--- src/rtl/mult_share_arbiter.sv ---
// Round-robin front end for one shared 4x4 array multiplier.
// One request in flight: accept, multiply, return with requester ID.
module four_bit_multiplier (
   input  logic [3:0] a,
   input  logic [3:0] b,
   output logic [7:0] p
);

   logic [3:0] pp [4];
   logic [4:0] acc [4];

   always_comb begin
      for (int i = 0; i < 4; i++) begin
         pp[i] = a & {4{b[i]}};
      end
   end

   // Each row adds the next partial product to the upper bits of the last.
   always_comb begin
      acc[0] = {1'b0, pp[0]};
      for (int i = 1; i < 4; i++) begin
         acc[i] = {1'b0, acc[i-1][4:1]} + {1'b0, pp[i]};
      end
      p = {acc[3][4:1], acc[3][0], acc[2][0], acc[1][0], acc[0][0]};
   end

endmodule

module mult_share_arbiter #(
   parameter int N_REQ = 4,
   parameter int CNT_W = 16
) (
   input  logic                        clk,
   input  logic                        rst,
   input  logic [N_REQ-1:0]            req_valid,
   input  logic [4*N_REQ-1:0]          req_a,
   input  logic [4*N_REQ-1:0]          req_b,
   output logic [N_REQ-1:0]            req_ready,
   output logic                        rsp_valid,
   input  logic                        rsp_ready,
   output logic [$clog2(N_REQ)-1:0]    rsp_id,
   output logic [7:0]                  rsp_product,
   output logic                        busy,
   output logic [CNT_W-1:0]            op_count
);

   localparam int ID_W = $clog2(N_REQ);

   typedef enum logic [1:0] {
      IDLE = 2'd0,
      MUL  = 2'd1,
      RSP  = 2'd2
   } state_t;

   state_t state, state_nxt;

   logic [ID_W-1:0]    rr_ptr;
   logic [ID_W-1:0]    id_r;
   logic [3:0]         op_a;
   logic [3:0]         op_b;
   logic [7:0]         mul_p;

   logic [2*N_REQ-1:0] rv_dbl;
   logic [N_REQ-1:0]   rv_rot;
   logic [ID_W-1:0]    off;
   logic [ID_W:0]      gsum;
   logic [ID_W-1:0]    grant_id;
   logic               grant_found;
   logic [N_REQ-1:0]   grant_oh;
   logic [3:0]         sel_a;
   logic [3:0]         sel_b;
   logic               accept;
   logic               rsp_done;
   logic [ID_W-1:0]    rr_nxt;

   four_bit_multiplier u_mul (
      .a (op_a),
      .b (op_b),
      .p (mul_p)
   );

   // Rotate requests so bit 0 is rr_ptr, pick lowest set bit, rotate back.
   always_comb begin
      rv_dbl      = {req_valid, req_valid};
      rv_rot      = rv_dbl[N_REQ-1:0];
      rv_rot      = N_REQ'(rv_dbl >> rr_ptr);
      off         = '0;
      grant_found = 1'b0;
      for (int k = N_REQ - 1; k >= 0; k--) begin
         if (rv_rot[k]) begin
            off         = ID_W'(k);
            grant_found = 1'b1;
         end
      end
      gsum = {1'b0, rr_ptr} + {1'b0, off};
      if (gsum >= (ID_W+1)'(N_REQ)) begin
         gsum = gsum - (ID_W+1)'(N_REQ);
      end
      grant_id = gsum[ID_W-1:0];
      grant_oh = N_REQ'(1) << grant_id;
   end

   always_comb begin
      sel_a = '0;
      sel_b = '0;
      for (int i = 0; i < N_REQ; i++) begin
         if (grant_id == ID_W'(i)) begin
            sel_a = req_a[4*i +: 4];
            sel_b = req_b[4*i +: 4];
         end
      end
   end

   always_comb begin
      if (id_r == ID_W'(N_REQ - 1)) begin
         rr_nxt = '0;
      end else begin
         rr_nxt = id_r + ID_W'(1);
      end
   end

   always_ff @(posedge clk or posedge rst) begin
      if (rst) begin
         state <= IDLE;
      end else begin
         state <= state_nxt;
      end
   end

   always_comb begin
      state_nxt = state;
      unique case (state)
         IDLE: if (grant_found) state_nxt = MUL;
         MUL:  state_nxt = RSP;
         RSP:  if (rsp_ready) state_nxt = IDLE;
         default: state_nxt = IDLE;
      endcase
   end

   always_comb begin
      accept    = (state == IDLE) && grant_found && !rst;
      rsp_valid = (state == RSP);
      rsp_done  = rsp_valid && rsp_ready;
      busy      = (state != IDLE);
      req_ready = accept ? grant_oh : '0;
   end

   always_ff @(posedge clk or posedge rst) begin
      if (rst) begin
         op_a <= '0;
         op_b <= '0;
         id_r <= '0;
      end else if (accept) begin
         op_a <= sel_a;
         op_b <= sel_b;
         id_r <= grant_id;
      end
   end

   always_ff @(posedge clk or posedge rst) begin
      if (rst) begin
         rsp_product <= '0;
         rsp_id      <= '0;
      end else if (state == MUL) begin
         rsp_product <= mul_p;
         rsp_id      <= id_r;
      end
   end

   always_ff @(posedge clk or posedge rst) begin
      if (rst) begin
         rr_ptr   <= '0;
         op_count <= '0;
      end else if (rsp_done) begin
         rr_ptr <= rr_nxt;
         if (op_count != {CNT_W{1'b1}}) begin
            op_count <= op_count + CNT_W'(1);
         end
      end
   end

endmodule

--- config.mk ---
export PLATFORM = sky130hd
export DESIGN_NAME = mult_share_arbiter
export DESIGN_NICKNAME = d
export VERILOG_FILES = /design/src/rtl/mult_share_arbiter.sv
export SDC_FILE = /design/constraint.sdc
export NUM_CORES = 1
export LEC_CHECK = 0
export CORE_MARGIN = 5
export CORE_UTILIZATION = 44
export CTS_CLUSTER_DIAMETER = 40
export DETAILED_ROUTE_END_ITERATION = 12
export PLACE_DENSITY = 0.77
export SYNTH_ARGS = -nofsm -noshare
export SYNTH_HDL_FRONTEND = slang
export SYNTH_SLANG_ARGS = --single-unit
--- constraint.sdc ---
create_clock -name clk -period 4.13 [get_ports clk]
set_input_delay 1.239 -clock clk [delete_from_list [all_inputs] [get_ports clk]]
set_output_delay 1.239 -clock clk [all_outputs]
set_load 0.05 [all_outputs]
== Word-level counts from Yosys, hierarchy flattened ==
Index checks and enable logic that the tools add are counted.
Cells by class
  add/subtract/negate cells: 7
  $lt $le $gt $ge: 1
  equality and inequality tests: 9
  shift operators: 2
  muxes and demuxes: 22
  bitwise gates (word level): 4
  reduce and logical (&&, ||, !) cells: 9
Operator list (count)
  $mux 4: 9
  $add 16x1->16 const B: 1
  $and 4x4->4: 4
  $mux 2: 8
  $ne 16x16->1 const B: 1
  $add 4x4->5: 2
  $eq 2x2->1 const B: 4
  $shr 8x2->4: 1
  $pmux 2 s3: 1
  $add 3x4->5: 1
  $eq 2x1->1 const B: 2
  $logic_not 2->1: 2
  $mux 1: 4
  $reduce_and 2->1: 2
  $shl 1x2->4 const A: 1
  $add 2x2->3: 1
  $ge 3x3->1 const B: 1
  $logic_and 1x1->1: 3
  $add 2x1->2 const B: 1
  $ne 2x1->1 const B: 1
  $ne 2x2->1 const B: 1
  $reduce_bool 2->1: 1
  $sub 2x1->2 const B: 1
  $logic_not 1->1: 1
Storage, ports and cells
  bits in registers: 40
  input bits: 39
  output and inout port bits: 32
  logic and storage cells: 62

== Depth between registers and ports, before layout ==
Gate-level depths: netlist of run 1.
  depth in word-level cells: 13
  depth in mapped cells: 13
  gate-level depth less buffers: 13

== Hierarchy ==
From an unflattened synthesis of run 1, not the netlist that was laid out.
Unflattened totals
  cell total of the unflattened synthesis: 266
  area total of the unflattened synthesis: 2600.0 µm²
Modules (own cells, without submodules)
  mult_share_arbiter: instances 1, cells each 213, area each 2149.6 µm², seq. area each 1001.0 µm²
  four_bit_multiplier: instances 1, cells each 53, area each 450.4 µm², seq. area each 0.0 µm²

== Worst setup path before layout of run 1 ==
OpenSTA, ideal clock, no wires.
  kind: input port to output port
  start point: input port rst
  end point: output port req_ready[2]
  data arrival time: 3.798 ns
  data required time: 2.891 ns
  setup slack: -0.907 ns
  cell stages on the path: 4
  buffers on the path: 1
  cell sequence: inv_1 > nand2_1 > buf_1 > nor3b_1
Between the ends
  longest elaborated chain between the ends: 3
RTL lines
  start, declared: line 34  | input logic rst,
  $logic_not 1->1 (no line)
  $logic_and 1x1->1: line 141  | accept = (state == IDLE) && grant_found && !rst;
  $mux 4: line 145  | req_ready = accept ? grant_oh : '0;
  end, declared: line 38  | output logic [N_REQ-1:0] req_ready,
Every way passes these cells.

== Final worst setup path of run 1 ==
  start point: input port req_valid[0]
  end point: output port req_ready[2]
Between the ends
  longest elaborated chain between the ends: 10
  elaborated cells on any way between the ends: 17
  classes of those cells: 2 x add/sub; 1 x order compare; 2 x shift; 10 x mux; 2 x reduce/logical
RTL lines
  start, declared: line 35  | input logic [N_REQ-1:0] req_valid,
  $shr 8x2->4 (*): line 86  | rv_rot = N_REQ'(rv_dbl >> rr_ptr);
  $mux 2 (4 in series): line 90  | if (rv_rot[k]) begin
  $add 2x2->3: line 95  | gsum = {1'b0, rr_ptr} + {1'b0, off};
  $ge 3x3->1 or $sub 2x1->2 (tied branches): line 96, 97
  $mux 2: line 96  | if (gsum >= (ID_W+1)'(N_REQ)) begin
  $shl 1x2->4: line 100  | grant_oh = N_REQ'(1) << grant_id;
  $mux 4 (*): line 145
Mark *: on every way between the ends. The rest lies on a longest branch, timed or not.

==> key figures, run 1 <==
Status
  – Outcome: completed

Global routing
  – First-pass GRT wire length: 10.08 mm
  – Number of antenna violations at the first check in global routing: 0
  – Leftover overflow at the end of global routing: 0
  – Global routing usage summed across all routing layers: approximately 17%
  – Via count of the first global-routing pass: 2251
  – Maximum number of pins on one net before global-route repair: 41

Placed design
  – Number of port buffers: 70
  – Instance area at placement: 0.003473 mm^2
  – Half-perimeter wire length after detailed placement: 4.750 mm
  – Gpl congestion: 0.8644
  – Placed Instances: 417

Logic synthesis
  – Post-synth EDFFs: 0
  – Average instance area after synthesis: roughly 9.5 um^2
  – Area fraction of the dominant cell type after synthesis: 38.78%
  – Most used DFF post-synth: dfrtp_1
  – Commonest cells in the netlist: dfrtp_1, nor2_1, nand2_1
  – Netlist area before placement: 0.002581 mm^2
  – Proportion of register bits with asynchronous set or reset after synthesis: 100.0%
  – Top post-synthesis cells by area: dfrtp_1, ha_1, mux2i_1, nor2_1, xnor2_1
  – Gate count after technology mapping: between 200 and 300
  – Total number of yosys warnings: 0
  – Cell type with the largest total area after synthesis: dfrtp_1
  – Net Count, Synth: 330
  – Proportion of synthesized chip area in sequential cells: 38.78%
  – Number of flip-flops and latches in the synthesized netlist: 40
  – Cell with the most instances after synthesis: dfrtp_1
  – Number of distinct library cells after synthesis: 45

Die
  – Initial Util: 46.03%
  – Die footprint: 0.007498 mm^2
  – Core outline area: about 0.0056 mm^2
  – Die Ht: 86.59 um
  – Standard-cell rows: 27
  – Chip width: between 80 and 90 um
  – I/O pins: 71

Power
  – Reported net switching power: about 1200 uW
  – Proportion of power drawn by combinational gates: a little over three fifths
  – Internal Pwr Total: between 1000 and 1500 uW
  – Register share of total power: 25.3%
  – Peak VDD IR: ~630 uV
  – Clock Power Share: 11.9%
  – Total power per unit cell area: 727.1 mW/mm^2
  – Switching share of power: 45.73%
  – Static leakage: 0.001618 uW

Drt
  – Number of routed nets with antenna violations: 0
  – First-pass DRT Iterations: 4
  – Number of design-rule violations left by the first detailed-router iteration: 79
  – Detailed-route wire length per cell: 14.15 um
  – DRC violations left: 0
  – Number of vias per cell after detailed routing: 5.238
  – Total number of vias: 2226
  – Post-detailed-routing wire length: around 6.0 mm

Clocking
  – CTS HTree Levels: 2
  – Max Root-Sink Buffers: 2
  – Clock transition at the registers of the reported paths: around 70 ps
  – Insertion delay of the later-clocked pin in the worst-skew pair: 290 ps
  – Cts-stage hold buffer count: 0
  – Clock tree from TritonCTS: built
  – Clk root buf: clkbuf_8
  – Clock sinks: 40
  – Number of buffers inserted during clock tree synthesis: 5

Timing
  – Fmax: 0.2468 GHz
  – Final worst-path cycle share: 98.09%
  – Setup violators final: 0
  – RSZ-0062 raised after global routing: yes
  – Final hold violations: 0
  – Setup Skew: a little over 6 ps
  – Slew at the pin with the worst max-slew slack: 564.8 ps
  – Worst relative slew slack: 62.35%
  – Final Max Slew Viols: 0
  – Clock period minus final worst setup slack: 4051 ps

Worst setup path
  – Highest net fanout along the worst path: 5
  – Kind of cell adding the most delay to the critical path: simple AND/OR/NAND/NOR gates
  – Critical-path cell list: buf_8 -> nor2_4 -> and3b_1 -> nor2_1 -> o21ai_1 -> ha_2 -> xnor2_2 -> xnor2_2 -> nor3b_4 -> buf_12
  – Worst Path Arrival: 2810 ps
  – Critical-path cell with the highest stage delay: nor3b_4
  – Critical path startpoint category: input pin
  – Number of buffers and inverters on the critical path: 2
  – Kind of end point of the critical path: output pin
  – Stage delay of the slowest cell on the critical path: 280 ps
  – Critical path's most frequent cell: xnor2_2
  – CP Class: input pin to output pin
  – Worst EP required: 2890 ps

Hold path
  – Path class of the lowest-slack min-delay path: register to register

Cells and area
  – N_diodes: 0
  – Layout cells sized above 1: 13.88%
  – Area used by multi-input combinational logic: 0.001549 mm^2
  – Final cell count without fillers: 425
  – Number of filler instances in the final layout: 510
  – Final standard cell area without fillers: approximately 0.0036 mm^2
  – Register area: between 0.001 and 0.0015 mm^2
  – NumNets Final: 409
  – Area grow syn2layout: 39.41%

Job
  – Number of max-cap violations: 0
## registers in the layout, summed over array words and instances (netlist names)
signal,count
rsp_product,8
op_count,16
rsp_id,2
op_b,4
rr_ptr,2
id_r,2
op_a,4
state,2
## kinds of logic (layout without fill, tap and decap cells)
logic type,Yosys count,after routing,synth area share (%)
simple gates,104,104,19.73
compound gates,53,53,13.77
flops,40,40,38.78
xor+xnor,20,20,7.077
mux,19,19,7.756
buf+inv,19,99,3.296
fa+ha+maj,18,18,9.598
## final timing paths
| path | startpoint | to | slack [ps] | cells after the start |
|---|---|---|---|---|
| setup / recovery | req_valid[0] | req_ready[2] | 80 | 10 |
| hold / removal | rsp_product[6] | rsp_product[6] | 480 | 2 |
| setup reg to reg | op_a[0] | rsp_product[6] | 920 | 11 |
| hold reg to reg | rsp_product[6] | rsp_product[6] | 480 | 2 |
| max in group asynchronous | rst | rsp_product[3] | 2320 | 3 |
| min in group asynchronous | rst | rr_ptr[1] | 1470 | 3 |
## worst reg2reg max path, stage by stage (launching register included)
cell	delay (ps)
dfrtp_1	440
and2_1	180
ha_1	210
fa_1	450
ha_1	240
fa_1	400
xor2_1	290
ha_1	290
a21o_1	160
a21oi_1	170
xor2_1	160
o21ai_0	80
## cell usage in the layout (no fill, tap or decap), types with 6 or more instances in the layout
master / n
nand2_1: 25
buf_4: 13
and2_1: 14
dfrtp_1: 40
xnor2_1: 10
a21o_1: 6
mux2i_1: 11
mux2_2: 7
nor3_1: 7
o21ai_0: 12
nand3_1: 12
a21oi_1: 9
clkdlybuf4s50_1: 62
ha_1: 14
nor2_1: 22
xor2_1: 8
## layout make-up
type	instances	share of cell area, %
multi-input cells	214	43.05
clock inverters	2	0.9736
clock buffers	6	2.017
inverters	8	0.9388
well taps	72	2.503
flip-flops and latches	40	27.82
repair buffers	83	22.71
## routing by layer
| layer | vias to the layer above | routed length [um] | track usage (%) |
|---|---|---|---|
| met3 | 8 | 342 | 3.422 |
| met2 | 61 | 2868 | 28.72 |
| li1 | 1122 | - | - |
| met4 | 0 | 106 | 6.941 |
| met5 | - | 0 | 0 |
| met1 | 1035 | 2695 | 20.71 |
## power by group through the flow
stage,combinational (uW),clock (uW),sequential [uW]
global placement,1600,0,663
detailed placement,1640,0,667
global route,1790,333,686
CTS,1650,318,661
floorplan,1090,0,828
finish,1640,311,663
## metrics by stage
| stage | hold WS [ps] | power (uW) | TNS [ps] | setup WS, ps | utilization, % |
|---|---|---|---|---|---|
| floorplan | 479.7 | 1913 | -44.13 | -44.13 | - |
| global placement | 464.8 | 2268 | -1234 | -354.2 | 61.94 |
| detailed placement | 470.3 | 2308 | -1465 | -407.5 | 61.94 |
| CTS | 486.9 | 2630 | 0 | 4.589 | 63.63 |
| global route | 523.8 | 2809 | -158.4 | -88.76 | 64.17 |
| finish | 482.9 | 2616 | 0 | 78.80 | 64.17 |
## repair_timing
item | in CTS | in global routing
endpoints found under the setup margin | 4 | 4
cloned | 0 | 0
gates resized for setup | 18 | 10
pin swaps | 4 | 4
setup buffers | 0 | 0
(Power assumes the default switching activity.)
==> inputs of run 2 (changes only) <==
Settings changed: GPL_TIMING_DRIVEN from default to 0.
==> run 2 against run 1 <==
  * Setup slack got worse by 64 ps
  * Cell area increased by 1.9%
  * Register-to-register slack gained 50 ps
  * Power rose by 5.6%
  * First-iteration DRC count is 34% higher
  * Critical path type unchanged
  * Largest cell class unchanged
  * Highest routed layer unchanged
==> key figures, run 2 (synthesis gave the netlist of run 1 again) <==
Global routing
  – Via count of the first global-routing pass: 2252 (+0.044%)
  – Leftover overflow at the end of global routing: 0 (unchanged)
  – Maximum number of pins on one net before global-route repair: 26 (-37%)
  – First-pass GRT wire length: 10.32 mm (+2.3%)
  – Global routing usage summed across all routing layers: 17.05% (+0.20 points)
  – Number of antenna violations at the first check in global routing: 0 (unchanged)

Drt
  – DRC violations left: 0 (unchanged)
  – Post-detailed-routing wire length: 6.297 mm (+4.7%)
  – Number of design-rule violations left by the first detailed-router iteration: 106 (+34%)
  – Number of vias per cell after detailed routing: 5.261 (+0.45%)
  – First-pass DRT Iterations: 4 (unchanged)
  – Number of routed nets with antenna violations: 0 (unchanged)
  – Total number of vias: 2257 (+1.4%)
  – Detailed-route wire length per cell: 14.68 um (+3.7%)

Worst setup path
  – Critical-path cell with the highest stage delay: ha_2
  – Worst EP required: 2890 ps (about the same)
  – Kind of end point of the critical path: output pin
  – Critical-path cell list: buf_12 -> nor2_4 -> and3b_1 -> nor2_2 -> o21ai_2 -> ha_2 -> xnor2_4 -> xnor2_4 -> buf_6 -> nor3b_4 -> buf_6
  – Kind of cell adding the most delay to the critical path: simple AND/OR/NAND/NOR gates
  – Startpoint of the worst register-to-register path: op_a[0]
  – Number of buffers and inverters on the critical path: 3 (+1)
  – Critical path startpoint category: input pin
  – Stage delay of the slowest cell on the critical path: 220 ps (-60 ps)
  – Depth of the most critical reg-to-reg path: 10 (-1)
  – Worst setup path start: req_valid[0]
  – Worst Path Arrival: 2880 ps (+70 ps)
  – CP Class: input pin to output pin
  – Highest net fanout along the worst path: 6 (+1)
  – Endpoint of the worst register-to-register path: rsp_product[7]
  – Setup slack, reg-to-reg: 970 ps (+50 ps)

Power
  – Peak VDD IR: 689.5 uV (+9.5%)
  – Static leakage: 0.001643 uW (+1.6%)
  – Total power per unit cell area: 753.5 mW/mm^2 (+3.6%)

Timing
  – Final worst-path cycle share: 99.64% (+1.5 points)
  – Setup Skew: 9.242 ps (+3.139 ps)
  – Final-layout setup total negative slack: 0 ps (unchanged)
  – RSZ-0062 raised after global routing: yes
  – Final hold violations: 0 (unchanged)
  – Final Max Slew Viols: 0 (unchanged)
  – Setup violators final: 0 (unchanged)
  – Slew at the pin with the worst max-slew slack: 953.6 ps (+388.8 ps)
  – Hold_ws: 482.1 ps (-0.8480 ps)
  – Clock period minus final worst setup slack: 4115 ps (+64.01 ps)
  – Fmax: 0.2430 GHz (-1.6%)
  – Worst relative slew slack: 36.08% (-26 points)

Cells and area
  – Registers with the highest flip-flop counts: op_count (16), rsp_product (8)
  – NumNets Final: 413 (+0.98%)
  – N_diodes: 0 (unchanged)
  – Most frequent cells in the layout: clkdlybuf4s50_1, dfrtp_1, nand2_1
  – Flip-flop count of the largest register, all copies and words added: 16 (unchanged)
  – Area grow syn2layout: 42.07%
  – Area used by multi-input combinational logic: 0.001593 mm^2 (+2.8%)
  – Final standard cell area without fillers: 0.003667 mm^2 (+1.9%)
  – Register area: 0.001001 mm^2 (unchanged)
  – Layout cells sized above 1: 15.69% (+1.8 points)
  – Final cell count without fillers: 429 (+0.94%)
  – End-of-flow core utilization: 65.39% (+1.2 points)
  – Number of filler instances in the final layout: 488 (-4.3%)
  – Register name with the most flops: op_count
  – Most common library cell in the layout ignoring fill and taps: clkdlybuf4s50_1

Status
  – Outcome: completed

Placed design
  – Gpl congestion: 0.8738 (+1.1%)
  – Number of port buffers: 70 (unchanged)
  – Half-perimeter wire length after detailed placement: 4.724 mm (-0.55%)
  – Placed Instances: 415 (-0.48%)
  – Instance area at placement: 0.003446 mm^2 (-0.79%)

Die
  – Die footprint: 0.007498 mm^2 (unchanged)
  – Initial Util: 46.03% (unchanged)
  – I/O pins: 71 (unchanged)
  – Standard-cell rows: 27 (unchanged)
  – Core outline area: 0.005608 mm^2 (unchanged)
  – Chip width: 86.59 um (unchanged)
  – Die Ht: 86.59 um (unchanged)

Hold path
  – Launch point of the worst hold path: rsp_product[5]
  – Number of stages on the worst hold path: 2 (unchanged)
  – Path class of the lowest-slack min-delay path: register to register
  – Endpoint with the worst hold slack: rsp_product[5]

Clocking
  – Clock sinks: 40 (unchanged)
  – Clock tree from TritonCTS: built
  – Insertion delay of the later-clocked pin in the worst-skew pair: 290 ps (about the same)
  – Number of buffers inserted during clock tree synthesis: 5 (unchanged)
  – Clock transition at the registers of the reported paths: 70 ps (about the same)
  – CTS HTree Levels: 2 (unchanged)
  – Clk root buf: clkbuf_8
  – Cts-stage hold buffer count: 0 (unchanged)
  – Max Root-Sink Buffers: 2 (unchanged)

Job
  – Number of max-cap violations: 0 (unchanged)
run 2: cell types whose count changed in the layout (fill, tap and decap cells not counted), moves of 2 or more:
cell	previous run	this run
buf_4	13	10
nor2_1	22	20
clkinvlp_2	0	2
xnor2_2	2	0
buf_6	3	6
clkbuf_1	1	3
xnor2_4	0	2
run 2: how the worst max path moves through the flow:
stage / slack (ps) / cells after the start / to
finish: 10 / 11 / req_ready[2]
global route: -70 / 10 / req_ready[2]
CTS: 4 / 10 / req_ready[2]
global placement: -1350 / 10 / req_ready[2]
floorplan: -40 / 9 / req_ready[2]
detailed placement: -1410 / 10 / req_ready[2]
run 2: repair_timing:
item | CTS | global route
gates resized for setup | 56 | 16
pin swaps | 4 | 7
cloned | 2 | 0
setup buffers | 3 | 4
setup endpoints to repair | 4 | 4
run 2: per-layer routing:
metal	share of wire, %	global-route usage (%)	routed length, um
met4	0.44	4.391	28
met2	49	28.79	3101
met5	0	0	0
met1	45	22.30	2837
met3	5.2	3.422	330
run 2: metrics by stage:
step                total power (uW)  worst slack, ps
floorplan                       1913           -44.13
global placement                2322            -1350
detailed placement              2361            -1406
CTS                             2747            3.593
global route                    2971           -67.79
finish                          2763            14.79
run 2: layout make-up:
class	instances	area share (%)
plain buffers	8	1.672
repair buffers	77	21.02
clock inverters	2	0.9553
inverters	8	0.9212
well taps	72	2.456
flip-flops and latches	40	27.29
clock buffers	6	1.979
repair inverters	2	0.2729
multi-input cells	214	43.43
run 2: where the power goes:
| group | internal, uW | leakage (uW) | switching, uW | total, uW |
|---|---|---|---|---|
| logic | 809 | 0.00108 | 992 | 1800 |
| registers | 522 | 0.000506 | 129 | 651 |
| clock network | 179 | 0.0000552 | 132 | 311 |
| total | 1510 | 0.00164 | 1250 | 2760 |
run 2: worst reg2reg max path, stage by stage, from the launching register on:
cell and delay [ps]:
dfrtp_1 440, and2_1 180, ha_1 200, fa_1 410, xor2_1 300, fa_1 460, ha_1 240, fa_1 420
a21o_1 200, a21oi_1 130, o21ai_0 80
==> inputs of run 3 (changes only) <==
Settings changed: CAP_MARGIN from default to 20, PLACE_DENSITY 0.77 to 0.84.
==> run 3 against run 2 <==
  * Die area stayed put
  * Via count grew 3.6%
  * Power is 0.84% higher
  * Sequential power about the same
  * Critical endpoint unchanged
==> key figures, run 3 (synthesis gave the netlist of run 1 again) <==
Worst setup path
  – Worst Path Arrival: 2840 ps (-40 ps)
  – Highest net fanout along the worst path: 5 (-1)
  – Endpoint of the worst register-to-register path: rsp_product[7]
  – Setup slack, reg-to-reg: 930 ps (-40 ps)
  – CP Class: input pin to output pin
  – Depth of the most critical reg-to-reg path: 10 (unchanged)
  – Kind of end point of the critical path: output pin
  – Worst EP required: 2890 ps (about the same)
  – Startpoint of the worst register-to-register path: op_b[0]
  – Critical path startpoint category: input pin

Die
  – Die Ht: 86.59 um (unchanged)
  – I/O pins: 71 (unchanged)
  – Core outline area: 0.005608 mm^2 (unchanged)
  – Chip width: 86.59 um (unchanged)
  – Initial Util: 46.03% (unchanged)
  – Die footprint: 0.007498 mm^2 (unchanged)
  – Standard-cell rows: 27 (unchanged)

Hold path
  – Launch point of the worst hold path: rsp_product[6]
  – Path class of the lowest-slack min-delay path: register to register
  – Number of stages on the worst hold path: 2 (unchanged)
  – Endpoint with the worst hold slack: rsp_product[6]

Cells and area
  – Flip-flop count of the largest register, all copies and words added: 16 (unchanged)
  – Registers with the highest flip-flop counts: op_count (16), rsp_product (8)
  – N_diodes: 0 (unchanged)
  – Most frequent cells in the layout: clkdlybuf4s50_1, dfrtp_1, nand2_1
  – Number of filler instances in the final layout: 472 (-3.3%)
  – NumNets Final: 414 (+0.24%)
  – Register name with the most flops: op_count
  – Layout cells sized above 1: 15.92% (+0.24 points)
  – Register area: 0.001001 mm^2 (unchanged)
  – Most common library cell in the layout ignoring fill and taps: clkdlybuf4s50_1
  – Area used by multi-input combinational logic: 0.001584 mm^2 (-0.55%)
  – Area grow syn2layout: 42.22%

Drt
  – First-pass DRT Iterations: 4 (unchanged)
  – Detailed-route wire length per cell: 15.35 um (+4.6%)
  – Total number of vias: 2339 (+3.6%)
  – DRC violations left: 0 (unchanged)
  – Number of routed nets with antenna violations: 0 (unchanged)
  – Post-detailed-routing wire length: 6.601 mm (+4.8%)
  – Number of vias per cell after detailed routing: 5.440 (+3.4%)
  – Number of design-rule violations left by the first detailed-router iteration: 147 (+39%)

Timing
  – Worst relative slew slack: 36.61% (+0.53 points)
  – Clock period minus final worst setup slack: 4075 ps (-40.08 ps)
  – Final worst-path cycle share: 98.67% (-0.97 points)
  – Final hold violations: 0 (unchanged)
  – Slew at the pin with the worst max-slew slack: 945.7 ps (-7.880 ps)
  – Fmax: 0.2454 GHz (+0.98%)
  – Least setup slack across all paths after layout: 54.86 ps (+40.08 ps)
  – RSZ-0062 raised after global routing: yes
  – Final Max Slew Viols: 0 (unchanged)
  – Hold_ws: 485.7 ps (+3.630 ps)
  – Setup Skew: 7.610 ps (-1.632 ps)
  – Setup violators final: 0 (unchanged)

Global routing
  – Maximum number of pins on one net before global-route repair: 26 (unchanged)
  – Leftover overflow at the end of global routing: 0 (unchanged)
  – Via count of the first global-routing pass: 2255 (+0.13%)
  – First-pass GRT wire length: 10.56 mm (+2.4%)
  – Number of antenna violations at the first check in global routing: 0 (unchanged)
  – Global routing usage summed across all routing layers: 17.57% (+0.51 points)

Clocking
  – Clock transition at the registers of the reported paths: 80 ps (about the same)
  – Number of buffers inserted during clock tree synthesis: 5 (unchanged)
  – Insertion delay of the later-clocked pin in the worst-skew pair: 300 ps (about the same)
  – CTS HTree Levels: 2 (unchanged)
  – Cts-stage hold buffer count: 0 (unchanged)
  – Clock tree from TritonCTS: built
  – Max Root-Sink Buffers: 2 (unchanged)
  – Clk root buf: clkbuf_8
  – Clock sinks: 40 (unchanged)

Power
  – Total power per unit cell area: 759.1 mW/mm^2 (+0.74%)
  – Static leakage: 0.001635 uW (-0.50%)
  – Peak VDD IR: 657.8 uV (-4.6%)

Job
  – Number of max-cap violations: 0 (unchanged)

Status
  – Outcome: completed

Placed design
  – Half-perimeter wire length after detailed placement: 4.797 mm (+1.5%)
  – Gpl congestion: 0.8759 (+0.24%)
  – Place WS: -1396 ps (+10.67 ps)
  – Number of port buffers: 70 (unchanged)
==> run 3: final cells by class <==
type	instances	area share, %
tap	72	2.454
buffer	8	1.670
timing repair inverter	2	0.2727
sequential	40	27.27
clock inverter	3	1.159
timing repair buffer	78	21.23
inverter	8	0.9202
clock buffer	5	1.875
multi-input combinational	214	43.15
==> run 3: how the worst max path moves through the flow <==
| stage | startpoint | end | slack, ps | cells past startpoint |
|---|---|---|---|---|
| 4_1_cts | rst | req_ready[1] | 5 | 6 |
| 2_1_floorplan | req_valid[2] | req_ready[2] | -40 | 9 |
| 6_report | req_valid[3] | req_ready[2] | 50 | 10 |
| 3_3_place_gp | req_valid[0] | req_ready[2] | -1350 | 10 |
| 5_1_grt | req_valid[1] | req_ready[2] | -40 | 11 |
| 3_5_place_dp | rst | req_ready[2] | -1400 | 6 |
==> run 3: what timing repair did <==
item,4_1_cts,5_1_grt
setup buffers,3,5
cloned,2,0
gates resized for setup,55,14
pin swaps,5,8
endpoints found under the hold margin,0,0
endpoints found under the setup margin,4,4
==> run 3: layer usage <==
metal	wire length [um]	GRT usage (%)
met2	3367	29.97
met1	2812	22.71
met3	304	2.852
met4	116	5.524
met5	0	0
==> run 3: critical path: stages <==
cell and delay, ps:
buf_6 100, inv_2 40, o311a_1 320, o21ai_1 130
ha_2 240, xnor2_4 150, xnor2_4 150, buf_6 120
nor3b_4 170, buf_6 180
==> run 3: per-stage QoR <==
| step | cell area [um^2] | util (%) | std cells | power [uW] | setup TNS (ps) |
|---|---|---|---|---|---|
| floorplan | 2655 | - | 273 | 1913 | -44.13 |
| global placement | 3446 | 61.45 | 415 | 2313 | -5143 |
| detailed placement | 3446 | 61.45 | 415 | 2359 | -5252 |
| CTS | 3586 | 63.94 | 425 | 2752 | 0 |
| global route | 3671 | 65.46 | 430 | 2968 | -59.10 |
| finish | 3671 | 65.46 | 430 | 2787 | 0 |
==> run 3: report_power, final <==
| group | internal [uW] | switching (uW) |
|---|---|---|
| logic | 805 | 1010 |
| registers | 522 | 133 |
| clock network | 179 | 140 |
